## config.mk

```make
export PLATFORM = sky130hd
export DESIGN_NAME = byte_serial_adder_ctrl
export DESIGN_NICKNAME = d
export VERILOG_FILES = /design/src/rtl/byte_serial_adder_ctrl.sv
export SDC_FILE = /design/constraint.sdc
export NUM_CORES = 1
export LEC_CHECK = 0
export ABC_AREA = 1
export ABC_CLOCK_PERIOD_IN_PS = 5700
export BUFFER_PORTS_ARGS = -buffer_cell sky130_fd_sc_hd__buf_4
export CAP_MARGIN = 20
export CORE_UTILIZATION = 25
export CTS_CLUSTER_SIZE = 20
export DETAILED_ROUTE_END_ITERATION = 6
export PLACE_DENSITY_LB_ADDON = 0.2
export REMOVE_ABC_BUFFERS = 1
export SLEW_MARGIN = 20
export SYNTH_ARGS = -nofsm -noshare
export SYNTH_HDL_FRONTEND = slang
export SYNTH_SLANG_ARGS = --single-unit
```

## constraint.sdc

```tcl
create_clock -name clk_i -period 5.7 [get_ports clk_i]
set_input_delay 0.57 -clock clk_i [delete_from_list [all_inputs] [get_ports clk_i]]
set_output_delay 0.57 -clock clk_i [all_outputs]
set_load 0.02 [all_outputs]
```

## src/rtl/byte_serial_adder_ctrl.sv

```systemverilog
// ---------------------------------------------------------------------------
// byte_serial_adder_ctrl
//   Wide (8*WORDS-bit) add/subtract performed one byte per clock through a
//   single shared 8-bit ripple-carry adder (RCA8). Operands are latched on an
//   accepted start, lanes are processed LSB-first with the carry registered
//   between lanes, and completion is flagged by a one-cycle done pulse.
//
//   Ports
//     clk_i          rising-edge clock
//     rst_i          synchronous reset, active high
//     start_i        request pulse, accepted only when idle
//     sub_i          0 = a + b + carryInput, 1 = a - b
//     a_i, b_i       operands (N = 8*WORDS bits)
//     carryInput_i   carry-in for add; ignored for subtract
//     busy_o         operation in flight (includes the done cycle)
//     done_o         one-cycle completion pulse
//     sum_o          result register
//     carryOutput_o  final carry (subtract: 1 = no borrow)
//     overflow_o     two's-complement signed overflow
// ---------------------------------------------------------------------------

// 8-bit ripple-carry adder: the only arithmetic element in this block.
module RCA8 (
    input  logic [7:0] a_i,
    input  logic [7:0] b_i,
    input  logic       c_i,
    output logic [7:0] s_o,
    output logic       c_o
);
    logic [8:0] c;

    always_comb begin
        c    = '0;
        s_o  = '0;
        c[0] = c_i;
        for (int k = 0; k < 8; k++) begin
            s_o[k]   = a_i[k] ^ b_i[k] ^ c[k];
            c[k + 1] = (a_i[k] & b_i[k]) | (c[k] & (a_i[k] ^ b_i[k]));
        end
        c_o = c[8];
    end
endmodule

module byte_serial_adder_ctrl #(
    parameter int WORDS = 4
) (
    input  logic                 clk_i,
    input  logic                 rst_i,
    input  logic                 start_i,
    input  logic                 sub_i,
    input  logic [8*WORDS-1:0]   a_i,
    input  logic [8*WORDS-1:0]   b_i,
    input  logic                 carryInput_i,
    output logic                 busy_o,
    output logic                 done_o,
    output logic [8*WORDS-1:0]   sum_o,
    output logic                 carryOutput_o,
    output logic                 overflow_o
);
    localparam int N  = 8 * WORDS;
    localparam int IW = $clog2(WORDS);
    localparam logic [IW-1:0] LAST = IW'(WORDS - 1);

    typedef enum logic [1:0] {S_IDLE, S_RUN, S_DONE} state_t;

    state_t          state_q, state_d;
    logic [N-1:0]    a_q, a_d;
    logic [N-1:0]    b_q, b_d;     // already inverted for subtract
    logic            c_q, c_d;     // inter-lane carry
    logic [IW-1:0]   idx_q, idx_d;
    logic [N-1:0]    sum_q, sum_d;
    logic            co_q, co_d;
    logic            ov_q, ov_d;

    logic [7:0]      lane_a, lane_b, rca_s;
    logic            rca_c;

    assign lane_a = a_q[{idx_q, 3'b000} +: 8];
    assign lane_b = b_q[{idx_q, 3'b000} +: 8];

    RCA8 u_rca (
        .a_i (lane_a),
        .b_i (lane_b),
        .c_i (c_q),
        .s_o (rca_s),
        .c_o (rca_c)
    );

    // State register
    always_ff @(posedge clk_i) begin
        if (rst_i) state_q <= S_IDLE;
        else       state_q <= state_d;
    end

    // Next-state logic
    always_comb begin
        state_d = state_q;
        case (state_q)
            S_IDLE: if (start_i) state_d = S_RUN;
            S_RUN:  if (idx_q == LAST) state_d = S_DONE;
            S_DONE: state_d = S_IDLE;
            default: state_d = S_IDLE;
        endcase
    end

    // Outputs decoded from state
    always_comb begin
        busy_o = (state_q != S_IDLE);
        done_o = (state_q == S_DONE);
    end

    // Datapath next-state
    always_comb begin
        a_d   = a_q;
        b_d   = b_q;
        c_d   = c_q;
        idx_d = idx_q;
        sum_d = sum_q;
        co_d  = co_q;
        ov_d  = ov_q;
        case (state_q)
            S_IDLE: begin
                if (start_i) begin
                    a_d   = a_i;
                    // Subtract as a + ~b + 1
                    b_d   = sub_i ? ~b_i : b_i;
                    c_d   = sub_i ? 1'b1 : carryInput_i;
                    idx_d = '0;
                    sum_d = '0;
                    co_d  = 1'b0;
                    ov_d  = 1'b0;
                end
            end
            S_RUN: begin
                sum_d[{idx_q, 3'b000} +: 8] = rca_s;
                c_d = rca_c;
                if (idx_q == LAST) begin
                    co_d = rca_c;
                    // rca_s[7] is the result's sign bit on the last lane
                    ov_d = (a_q[N-1] == b_q[N-1]) && (rca_s[7] != a_q[N-1]);
                end else begin
                    idx_d = idx_q + 1'b1;
                end
            end
            default: ;
        endcase
    end

    always_ff @(posedge clk_i) begin
        if (rst_i) begin
            a_q   <= '0;
            b_q   <= '0;
            c_q   <= 1'b0;
            idx_q <= '0;
            sum_q <= '0;
            co_q  <= 1'b0;
            ov_q  <= 1'b0;
        end else begin
            a_q   <= a_d;
            b_q   <= b_d;
            c_q   <= c_d;
            idx_q <= idx_d;
            sum_q <= sum_d;
            co_q  <= co_d;
            ov_q  <= ov_d;
        end
    end

    assign sum_o         = sum_q;
    assign carryOutput_o = co_q;
    assign overflow_o    = ov_q;
endmodule
```

==> results.json, run 1 <==
{
  "synthArstFlopShare_pct": 0,
  "fmax_ghz": 0.2081,
  "initial_utilization_pct": 25.75,
  "hpwl_mm": 9.886,
  "gp_congestion": 0.7692,
  "grt_max_degree": 69,
  "critPathArrivalTime_ns": 5.10,
  "wl_met2_mm": 6.362,
  "switching_share_pct": 29.59,
  "core_area_mm2": 0.01883,
  "die_area_mm2": 0.01996,
  "max_stage_delay_ns": 0.45,
  "p_int_mw": 1.338,
  "drt_first_iter_violations": 190,
  "p_clk_share_pct": 35.8,
  "timing.final.crit_share_pct": 84.31,
  "clkLatencyLatePin_ns": 0.35,
  "wl_per_cell_um": 13.86,
  "cts_sinks": 103,
  "cts_setup_buffers": 0,
  "setup_ws_ns": 0.8946,
  "synth_edf_count": 0,
  "grt_pass1_wl_mm": 22.29,
  "slew_headroom_pct": 42.09,
  "pin_count": 105,
  "comb_power_share_pct": 22.1,
  "hold_class": "flip-flop to flip-flop",
  "die_h_um": 141.3,
  "ctsResizeCount": 0,
  "grt-ovfl-total": 0,
  "ctsHoldBuffers": 0,
  "clock_skew_ns": 0.009346,
  "reg2reg_depth": 19,
  "end_kind": "flip-flop",
  "cts_tree": "built",
  "drc_errors": 0,
  "cts_root_buffer": "clkbuf_16",
  "numCtsBuffers": 9,
  "ys_ff_latch": 103,
  "crit_type": "flip-flop to flip-flop",
  "top_layer": "met4",
  "grt.total_usage_pct": 14.40,
  "synth.avg_cell_area_um2": 7.427,
  "critPathMostFrequentCell": "fa_1",
  "synth.cell_area_mm2": 0.004850,
  "p_seq_share_pct": 42.1,
  "pre_cts_ws_ns": 0.8979,
  "synth-main-ff-cell": "dfxtp_1",
  "critical_path_required_ns": 5.99,
  "critPathLaunchType": "flip-flop",
  "htree_num_levels": 3,
  "ant_nets": 0,
  "status": "complete, no violations",
  "maxCapViolations": 0,
  "p_sw_uw": 562.3,
  "timing.final.max_slew_violations": 0,
  "yosys_warnings": 0,
  "routed_wirelength_mm": 13.78,
  "grt_pass1_vias": 4172,
  "area_growth_syn_to_layout_pct": 25.98,
  "ir_drop_v": 0.0001404,
  "syn_inst": 653,
  "period_needed_ns": 4.805,
  "avgViaCountPerCell": 4.386,
  "portBuffers": 104,
  "met3_length_um": 545,
  "p_leak_nw": 2.492,
  "die_x_um": 141.3,
  "hold_depth": 2,
  "rows": 50,
  "path_max_fanout": 26,
  "dr_total_vias": 4360,
  "rsz0062_at_grt": "false",
  "num_antenna_cells": 0,
  "synthDistinctLibCells": 25,
  "layout.nets": 810,
  "ys_seq_area_share_pct": 42.52,
  "finalSetupViolations": 0,
  "clk_path_buf_depth": 2,
  "p_per_area_mw_per_mm2": 311.1,
  "tightest_slew_ns": 0.8677,
  "first_pass_iters": 4,
  "setup_tns_ns": 0,
  "routedLengthMet1_mm": 6.776,
  "cp_cell_sequence": "inv_2 -> nor2_1 -> o22a_1 -> fa_1 -> fa_1 -> fa_1 -> fa_1 -> fa_1 -> inv_1 -> fa_1 -> inv_1 -> fa_1 -> inv_1 -> fa_1 -> inv_1 -> nand2_1 -> nand2_1 -> nand3_1 -> a21oi_2",
  "clkTransAtPathRegs_ns": 0.07,
  "antenna_found_initial": 0,
  "finalHoldViolations": 0,
  "layout-drive-gt1-share_pct": 18.94,
  "fillers": 2079,
  "crit_path_top_delay_cell": "dfxtp_1"
}
==> synth_stat cells (8+ instances only) <==
library cell / instances / share of area [%]
nor2_1: 119 / 9.2
nand2_1: 116 / 9.0
dfxtp_1: 103 / 43
a21oi_1: 66 / 6.8
o21ai_0: 63 / 6.5
nand3_1: 40 / 4.1
xor2_1: 32 / 5.8
clkbuf_1: 23 / 1.8
inv_1: 19 / 1.5
buf_2: 16 / 1.7
o22a_1: 12 / 2.2
fa_1: 8 / 3.3
nor3_1: 8 / 0.83
==> final timing paths <==
path	from	end	slack (ns)
setup / recovery	idx_q[0]	overflow_o	0.89
hold / removal	b_q[20]	b_q[20]	0.46
setup reg to reg	idx_q[0]	overflow_o	0.89
hold reg to reg	b_q[20]	b_q[20]	0.46
==> routing by layer <==
layer	global-route usage, %	vias up
li1	-	2278
met1	19.73	1985
met2	23.19	88
met3	2.767	9
met4	3.604	0
met5	0	-
==> registers in the layout (all words and copies together), names as in the netlist <==
signal and count:
a_q 32, b_q 32, c_q 1, carryOutput_o 1, idx_q 2, overflow_o 1, state_q 2, sum_o 32
==> logic make-up after synthesis <==
group                      count (synthesis)  share of synthesized area, %
DFF                                      103                         42.52
xor gates and xnor gates                  32                         5.779
adders and majority gates                 12                         4.334
and+or+nand+nor                          291                         24.61
AOI/OAI and AO/OA                        147                         16.28
buffers and inverters                     68                         6.476
==> placed cells by master, fill, tap and decap left out, types with 4 or more instances in the layout <==
cell         n
nor2_1     119
nand2_1    116
buf_4      111
dfxtp_1    103
a21oi_1     66
o21ai_0     63
nand3_1     40
xor2_1      32
inv_1       19
o22a_1      12
clkbuf_16    9
nor3_1       8
fa_1         8
o22ai_1      4
ha_1         4
==> through the flow <==
stage	util (%)	total power, mW	area (um2)	hold WS, ns	cells
3_3_place_gp	30.68	1.243	5778	0.4577	978
4_1_cts	32.45	1.931	6110	0.4574	994
2_1_floorplan	-	1.057	4619	0.4357	607
5_1_grt	32.45	2.011	6110	0.4758	994
6_report	32.45	1.900	6110	0.4620	994
3_5_place_dp	30.68	1.245	5778	0.4551	978
==> area by class of cell <==
class / instances / area (um2) / share of cell area (%)
clock buffers: 11 / 252.7 / 4.137
flip-flops and latches: 103 / 2062 / 33.75
clock inverters: 5 / 78.83 / 1.290
inverters: 22 / 83.83 / 1.372
multi-input cells: 482 / 2474 / 40.49
well taps: 260 / 325.3 / 5.325
repair buffers: 111 / 833.3 / 13.64
==> worst max-delay path, delay by kind of cell, from the launching register on <==
family,cells,cell delay [ns]
buffers and inverters,5,0.69
and+or+nand+nor,4,0.27
DFF,1,0.45
AOI/OAI and AO/OA,2,0.37
adders and majority gates,8,2.94
==> power by group through the flow <==
stage,clock network (mW),registers [mW],logic (mW)
after global routing,0.729,0.807,0.475
final,0.680,0.801,0.420
after detailed placement,0,0.818,0.428
after floorplan,0,0.814,0.243
after CTS,0.701,0.801,0.428
after global placement,0,0.819,0.425
No activity file was read; power rests on OpenSTA's default activity.
==> run 2, diff against run 1 <==
--- a/config.mk
+++ b/config.mk
@@ -6,7 +6,7 @@
 export NUM_CORES = 1
 export LEC_CHECK = 0
 export ABC_AREA = 1
-export ABC_CLOCK_PERIOD_IN_PS = 5700
+export ABC_CLOCK_PERIOD_IN_PS = 4340
 export BUFFER_PORTS_ARGS = -buffer_cell sky130_fd_sc_hd__buf_4
 export CAP_MARGIN = 20
 export CORE_UTILIZATION = 25
==> constraint.sdc (replaced) <==
create_clock -name clk_i -period 4.34 [get_ports clk_i]
set_input_delay 0.434 -clock clk_i [delete_from_list [all_inputs] [get_ports clk_i]]
set_output_delay 0.434 -clock clk_i [all_outputs]
set_load 0.02 [all_outputs]
==> results.json, run 2 (same netlist as run 1, synthesis figures left out) <==
{
  "status": "complete, no violations",
  "cts_tree": "built",
  "seq_area_mm2": 0.002067,
  "layout.nets": 816,
  "crit_path_end": "overflow_o",
  "ant_nets": 0,
  "worst-path-stages": 19,
  "avgViaCountPerCell": 4.345,
  "gp_congestion": 0.7704,
  "ctsHoldBuffers": 0,
  "whs_ns": 0.3275,
  "clkTransAtPathRegs_ns": 0.07,
  "grt_pass1_vias": 4202,
  "dr_total_vias": 4345,
  "first_pass_iters": 4,
  "portBuffers": 104,
  "num_antenna_cells": 0,
  "cp_num_buf_inv": 5,
  "layout-drive-gt1-share_pct": 21.08,
  "cp_cell_sequence": "inv_6 -> o21ai_0 -> o22a_1 -> fa_2 -> fa_2 -> fa_2 -> fa_2 -> fa_1 -> inv_1 -> fa_2 -> inv_1 -> fa_2 -> inv_2 -> fa_1 -> inv_2 -> nand2_1 -> nand2_1 -> nand3_1 -> a21oi_2",
  "multi_input_area_mm2": 0.002489,
  "grt_pass1_wl_mm": 21.91,
  "hpwl_mm": 9.721,
  "rows": 50,
  "r2r-end": "overflow_o",
  "grt_use_met3_pct": 3.240,
  "stdcell_count": 1000,
  "path_delay_family": "adder cells",
  "wl_per_cell_um": 13.66,
  "maxCapViolations": 0,
  "finalHoldViolations": 0,
  "ir_drop_v": 0.0001843,
  "reg2reg_depth": 19,
  "initial_utilization_pct": 25.75,
  "clock_skew_ns": 0.009990,
  "die_x_um": 141.3,
  "critPathLaunchType": "flip-flop",
  "fin_util_pct": 32.68,
  "fillers": 2125,
  "pin_count": 105,
  "grt.total_usage_pct": 14.21,
  "period_needed_ns": 4.141,
  "dpl_cell_area_mm2": 0.005823,
  "timing.final.max_slew_violations": 0,
  "r2r_slack_ns": 0.20,
  "rsz0062_at_grt": "false",
  "critPathArrivalTime_ns": 4.43,
  "antenna_found_initial": 0,
  "area_growth_syn_to_layout_pct": 26.91,
  "drc_errors": 0,
  "grt_max_degree": 104,
  "crit_path_top_delay_cell": "fa_1",
  "die_h_um": 141.3,
  "end_kind": "flip-flop",
  "slew_headroom_pct": 33.51,
  "drt_first_iter_violations": 221,
  "p_leak_nw": 2.498,
  "cts_sinks": 103,
  "cts_root_buffer": "clkbuf_16",
  "final_common_cell": "nor2_1",
  "numCtsBuffers": 9,
  "grt-ovfl-total": 0,
  "path_max_fanout": 8,
  "critPathMostFrequentCell": "fa_2",
  "place_inst": 984,
  "crit_type": "flip-flop to flip-flop",
  "finalSetupViolations": 0,
  "worstSetupStartpoint": "idx_q[0]",
  "die_area_mm2": 0.01996,
  "r2r_start": "idx_q[0]",
  "clkLatencyLatePin_ns": 0.36,
  "gr-max-usage-layer": "met2",
  "critical_path_required_ns": 4.63,
  "max_stage_delay_ns": 0.45,
  "hold_class": "primary input to flip-flop",
  "htree_num_levels": 3,
  "fmax_ghz": 0.2415,
  "tightest_slew_ns": 0.9974,
  "p_per_area_mw_per_mm2": 401.0,
  "gr-usage-met1_pct": 18.59,
  "met2_usage_pct": 23.29,
  "final_cell_mix": "nor2_1, buf_4, nand2_1, dfxtp_1, a21oi_1",
  "final_cell_area_mm2": 0.006155,
  "routed_wirelength_mm": 13.66,
  "core_area_mm2": 0.01883,
  "setup_tns_ns": 0,
  "timing.final.crit_share_pct": 95.41,
  "clk_path_buf_depth": 2
}
-- run 2: how the worst min path moves through the flow --
stage | endpoint | cells after the start | startpoint | slack, ns
2_1_floorplan | b_q[16] | 2 | b_q[16] | 0.44
3_3_place_gp | b_q[12] | 2 | b_q[12] | 0.45
3_5_place_dp | b_q[12] | 2 | b_q[12] | 0.46
4_1_cts | a_q[14] | 3 | a_i[14] | 0.31
5_1_grt | a_q[18] | 3 | a_i[18] | 0.34
6_report | a_q[26] | 3 | a_i[26] | 0.33
-- run 2: timing repair --
action,CTS,global route
setup endpoints to repair,4,5
pin swaps,1,2
resized for setup,7,7
setup buffers,0,0
-- run 2: final cells by class --
class | count | area share (%)
tap | 260 | 5.286
inverter | 22 | 1.443
clock inverter | 6 | 1.098
clock buffer | 10 | 3.883
sequential | 103 | 33.58
multi-input combinational | 482 | 40.44
timing repair buffer | 117 | 14.27
-- run 2: metal layers --
metal | wire length, um | part of all wire (%)
met4 | 182 | 1.3
met1 | 6554 | 48
met2 | 6279 | 46
met5 | 0 | 0
met3 | 643 | 4.7
-- run 2: worst register-to-register path: stages, from the launching register on --
cell	delay [ns]
dfxtp_4	0.38
inv_6	0.08
o21ai_0	0.07
o22a_1	0.22
fa_2	0.36
fa_2	0.34
fa_2	0.34
fa_2	0.34
fa_1	0.36
inv_1	0.08
fa_2	0.20
inv_1	0.05
fa_2	0.33
inv_2	0.06
fa_1	0.45
inv_2	0.09
nand2_1	0.05
nand2_1	0.05
nand3_1	0.08
a21oi_2	0.13
-- run 2: report_power, final --
part | switching, mW | internal, mW | total (mW)
Sequential | 0.0407 | 1.01 | 1.05
Clock | 0.375 | 0.466 | 0.841
Combinational | 0.344 | 0.237 | 0.581
Total | 0.760 | 1.71 | 2.47
-- run 2: stage by stage --
step	total power, mW	worst slack [ns]
after floorplan	1.388	-0.4344
after global placement	1.647	-0.09215
after detailed placement	1.646	-0.1055
after CTS	2.501	0.01893
after global routing	2.607	0.001902
final	2.468	0.1991
==> run 3, diff against run 2 <==
--- a/config.mk
+++ b/config.mk
@@ -17,4 +17,5 @@
 export SLEW_MARGIN = 20
 export SYNTH_ARGS = -nofsm -noshare
 export SYNTH_HDL_FRONTEND = slang
+export SYNTH_HIERARCHICAL = 1
 export SYNTH_SLANG_ARGS = --single-unit
==> results.json, run 3 <==
{
  "layout-drive-gt1-share_pct": 19.43,
  "grt_pass1_wl_mm": 22.49,
  "routed_wirelength_mm": 14.11,
  "fmax_ghz": 0.2396,
  "htree_num_levels": 3,
  "layout.nets": 851,
  "synth_edf_count": 0,
  "hpwl_mm": 9.953,
  "cp_cell_sequence": "inv_4 -> nor2_1 -> o22ai_2 -> fa_1 -> inv_1 -> fa_1 -> inv_1 -> fa_2 -> fa_2 -> fa_2 -> fa_2 -> fa_1 -> inv_1 -> fa_1 -> inv_2 -> nand2_2 -> nor2_1 -> nand2_1 -> a21oi_1",
  "clkTransAtPathRegs_ns": 0.07,
  "timing.final.crit_share_pct": 96.15,
  "slew_headroom_pct": 55.17,
  "maxCapViolations": 0,
  "cts_root_buffer": "clkbuf_16",
  "pin_count": 105,
  "hold_class": "primary input to flip-flop",
  "finalSetupViolations": 0,
  "seq_area_mm2": 0.002066,
  "first_pass_iters": 6,
  "synth.avg_cell_area_um2": 7.336,
  "ys_seq_area_share_pct": 40.91,
  "avgViaCountPerCell": 4.359,
  "gp_congestion": 0.8167,
  "synthArstFlopShare_pct": 0,
  "fin_util_pct": 32.23,
  "rows": 51,
  "multi_input_area_mm2": 0.002611,
  "final_cell_area_mm2": 0.006315,
  "clk_path_buf_depth": 2,
  "status": "complete, no violations",
  "yosys_warnings": 6,
  "finalHoldViolations": 0,
  "die_x_um": 144.0,
  "cts_sinks": 103,
  "synth-main-ff-cell": "dfxtp_1",
  "wl_per_cell_um": 13.60,
  "synth_top_area_share_pct": 40.91,
  "clock_skew_ns": 0.01114,
  "area_growth_syn_to_layout_pct": 25.30,
  "dpl_cell_area_mm2": 0.005961,
  "syn_inst": 687,
  "synth.area.top_cells": "dfxtp_1, nor2_1, nand2_1, a21oi_1, o21ai_0",
  "portBuffers": 104,
  "dr_total_vias": 4520,
  "initial_utilization_pct": 25.73,
  "period_needed_ns": 4.173,
  "final_cell_mix": "nor2_1, nand2_1, buf_4, dfxtp_1, a21oi_1",
  "synth.cell_area_mm2": 0.005040,
  "antenna_found_initial": 0,
  "drt_first_iter_violations": 268,
  "crit_type": "flip-flop to flip-flop",
  "grt.total_usage_pct": 14.25,
  "crit_path_top_delay_cell": "fa_1",
  "p_leak_nw": 2.652,
  "ys_ff_latch": 103,
  "max_stage_delay_ns": 0.42,
  "ir_drop_v": 0.0001839,
  "r2r_slack_ns": 0.17,
  "critPathArrivalTime_ns": 4.45,
  "cts_setup_buffers": 0,
  "end_kind": "flip-flop",
  "ctsHoldBuffers": 0,
  "cts_tree": "built",
  "tightest_slew_ns": 0.6725,
  "synthDistinctLibCells": 23,
  "grt-ovfl-total": 0,
  "num_antenna_cells": 0,
  "yosysTopAreaCell": "dfxtp_1",
  "final_common_cell": "nor2_1",
  "clkLatencyLatePin_ns": 0.36,
  "die_area_mm2": 0.02073,
  "core_area_mm2": 0.01959,
  "grt_pass1_vias": 4335,
  "die_h_um": 144.0,
  "synthTopCellsByCount": "nor2_1, nand2_1, dfxtp_1",
  "critPathLaunchType": "flip-flop",
  "path_max_fanout": 7,
  "reg2reg_depth": 19,
  "p_per_area_mw_per_mm2": 373.1,
  "numCtsBuffers": 9,
  "grt_max_degree": 108,
  "synth.most_common_cell": "nor2_1",
  "fillers": 2202,
  "drc_errors": 0,
  "hold_depth": 3,
  "critical_path_required_ns": 4.62,
  "timing.final.max_slew_violations": 0,
  "ant_nets": 0
}
## run 3: cell count changes after synthesis, sizes merged, moves of 8 or more
cell,change
nor2,+16
inv,+15
o22a,-12
o22ai,+12
nand2,+10
nand3,-8
nand3b,+8
## run 3: routing by layer
layer / vias up / wire length (um) / track usage, %
li1: 2377 / - / -
met3: 13 / 584 / 3.212
met5: - / 0 / 0
met4: 0 / 184 / 4.535
met1: 2042 / 6739 / 18.50
met2: 88 / 6599 / 23.29
## run 3: worst paths after layout
| check | startpoint | endpoint |
|---|---|---|
| hold / removal | a_i[26] | a_q[26] |
| hold reg to reg | b_q[20] | b_q[20] |
| setup reg to reg | idx_q[0] | sum_o[23] |
| setup / recovery | idx_q[0] | sum_o[23] |
## run 3: layout make-up
class	count	area share, %
multi-input cells	504	41.35
flip-flops and latches	103	32.71
repair buffers	114	13.87
well taps	265	5.251
clock buffers	12	3.903
inverters	36	2.219
clock inverters	3	0.6935
## run 3: cells by family after synthesis
logic type,after synthesis,synth area share [%]
AOI/OAI and AO/OA,142,14.50
DFF,103,40.91
xor gates and xnor gates,32,5.561
buffers and inverters,80,7.870
and+or+nand+nor,316,26.49
adders and majority gates,14,4.667
## run 3: critical path, delay by kind of cell, from the launching register on
kind | cells | cell delay (ns)
AOI/OAI and AO/OA | 2 | 0.23
buffers and inverters | 5 | 0.38
and+or+nand+nor | 4 | 0.36
adders and majority gates | 8 | 2.72
DFF | 1 | 0.39
## run 3: through the flow
step                      std cells  setup slack, ns  setup TNS (ns)  total power, mW  hold slack (ns)
after detailed placement       1021          -0.2121         -0.8158            1.551           0.4530
after global routing           1037        -0.007856        -0.02134            2.487           0.3352
final                          1037           0.1669               0            2.356           0.3163
after CTS                      1036         0.004116               0            2.385           0.3089
after global placement         1021          -0.1294         -0.3959            1.552           0.4504
after floorplan                 643          -0.7525          -5.580            1.344           0.4361
## run 3: what timing repair did
item | CTS | global route
setup endpoints to repair | 5 | 6
resized for setup | 6 | 10
gates cloned | 0 | 0
pin swaps | 1 | 1
## run 3: report_power, final
part	internal, mW	leakage, nW	total [mW]	switching, mW
Sequential	1.00	0.846	1.04	0.0368
Clock	0.461	0.143	0.819	0.358
Combinational	0.196	1.66	0.496	0.300
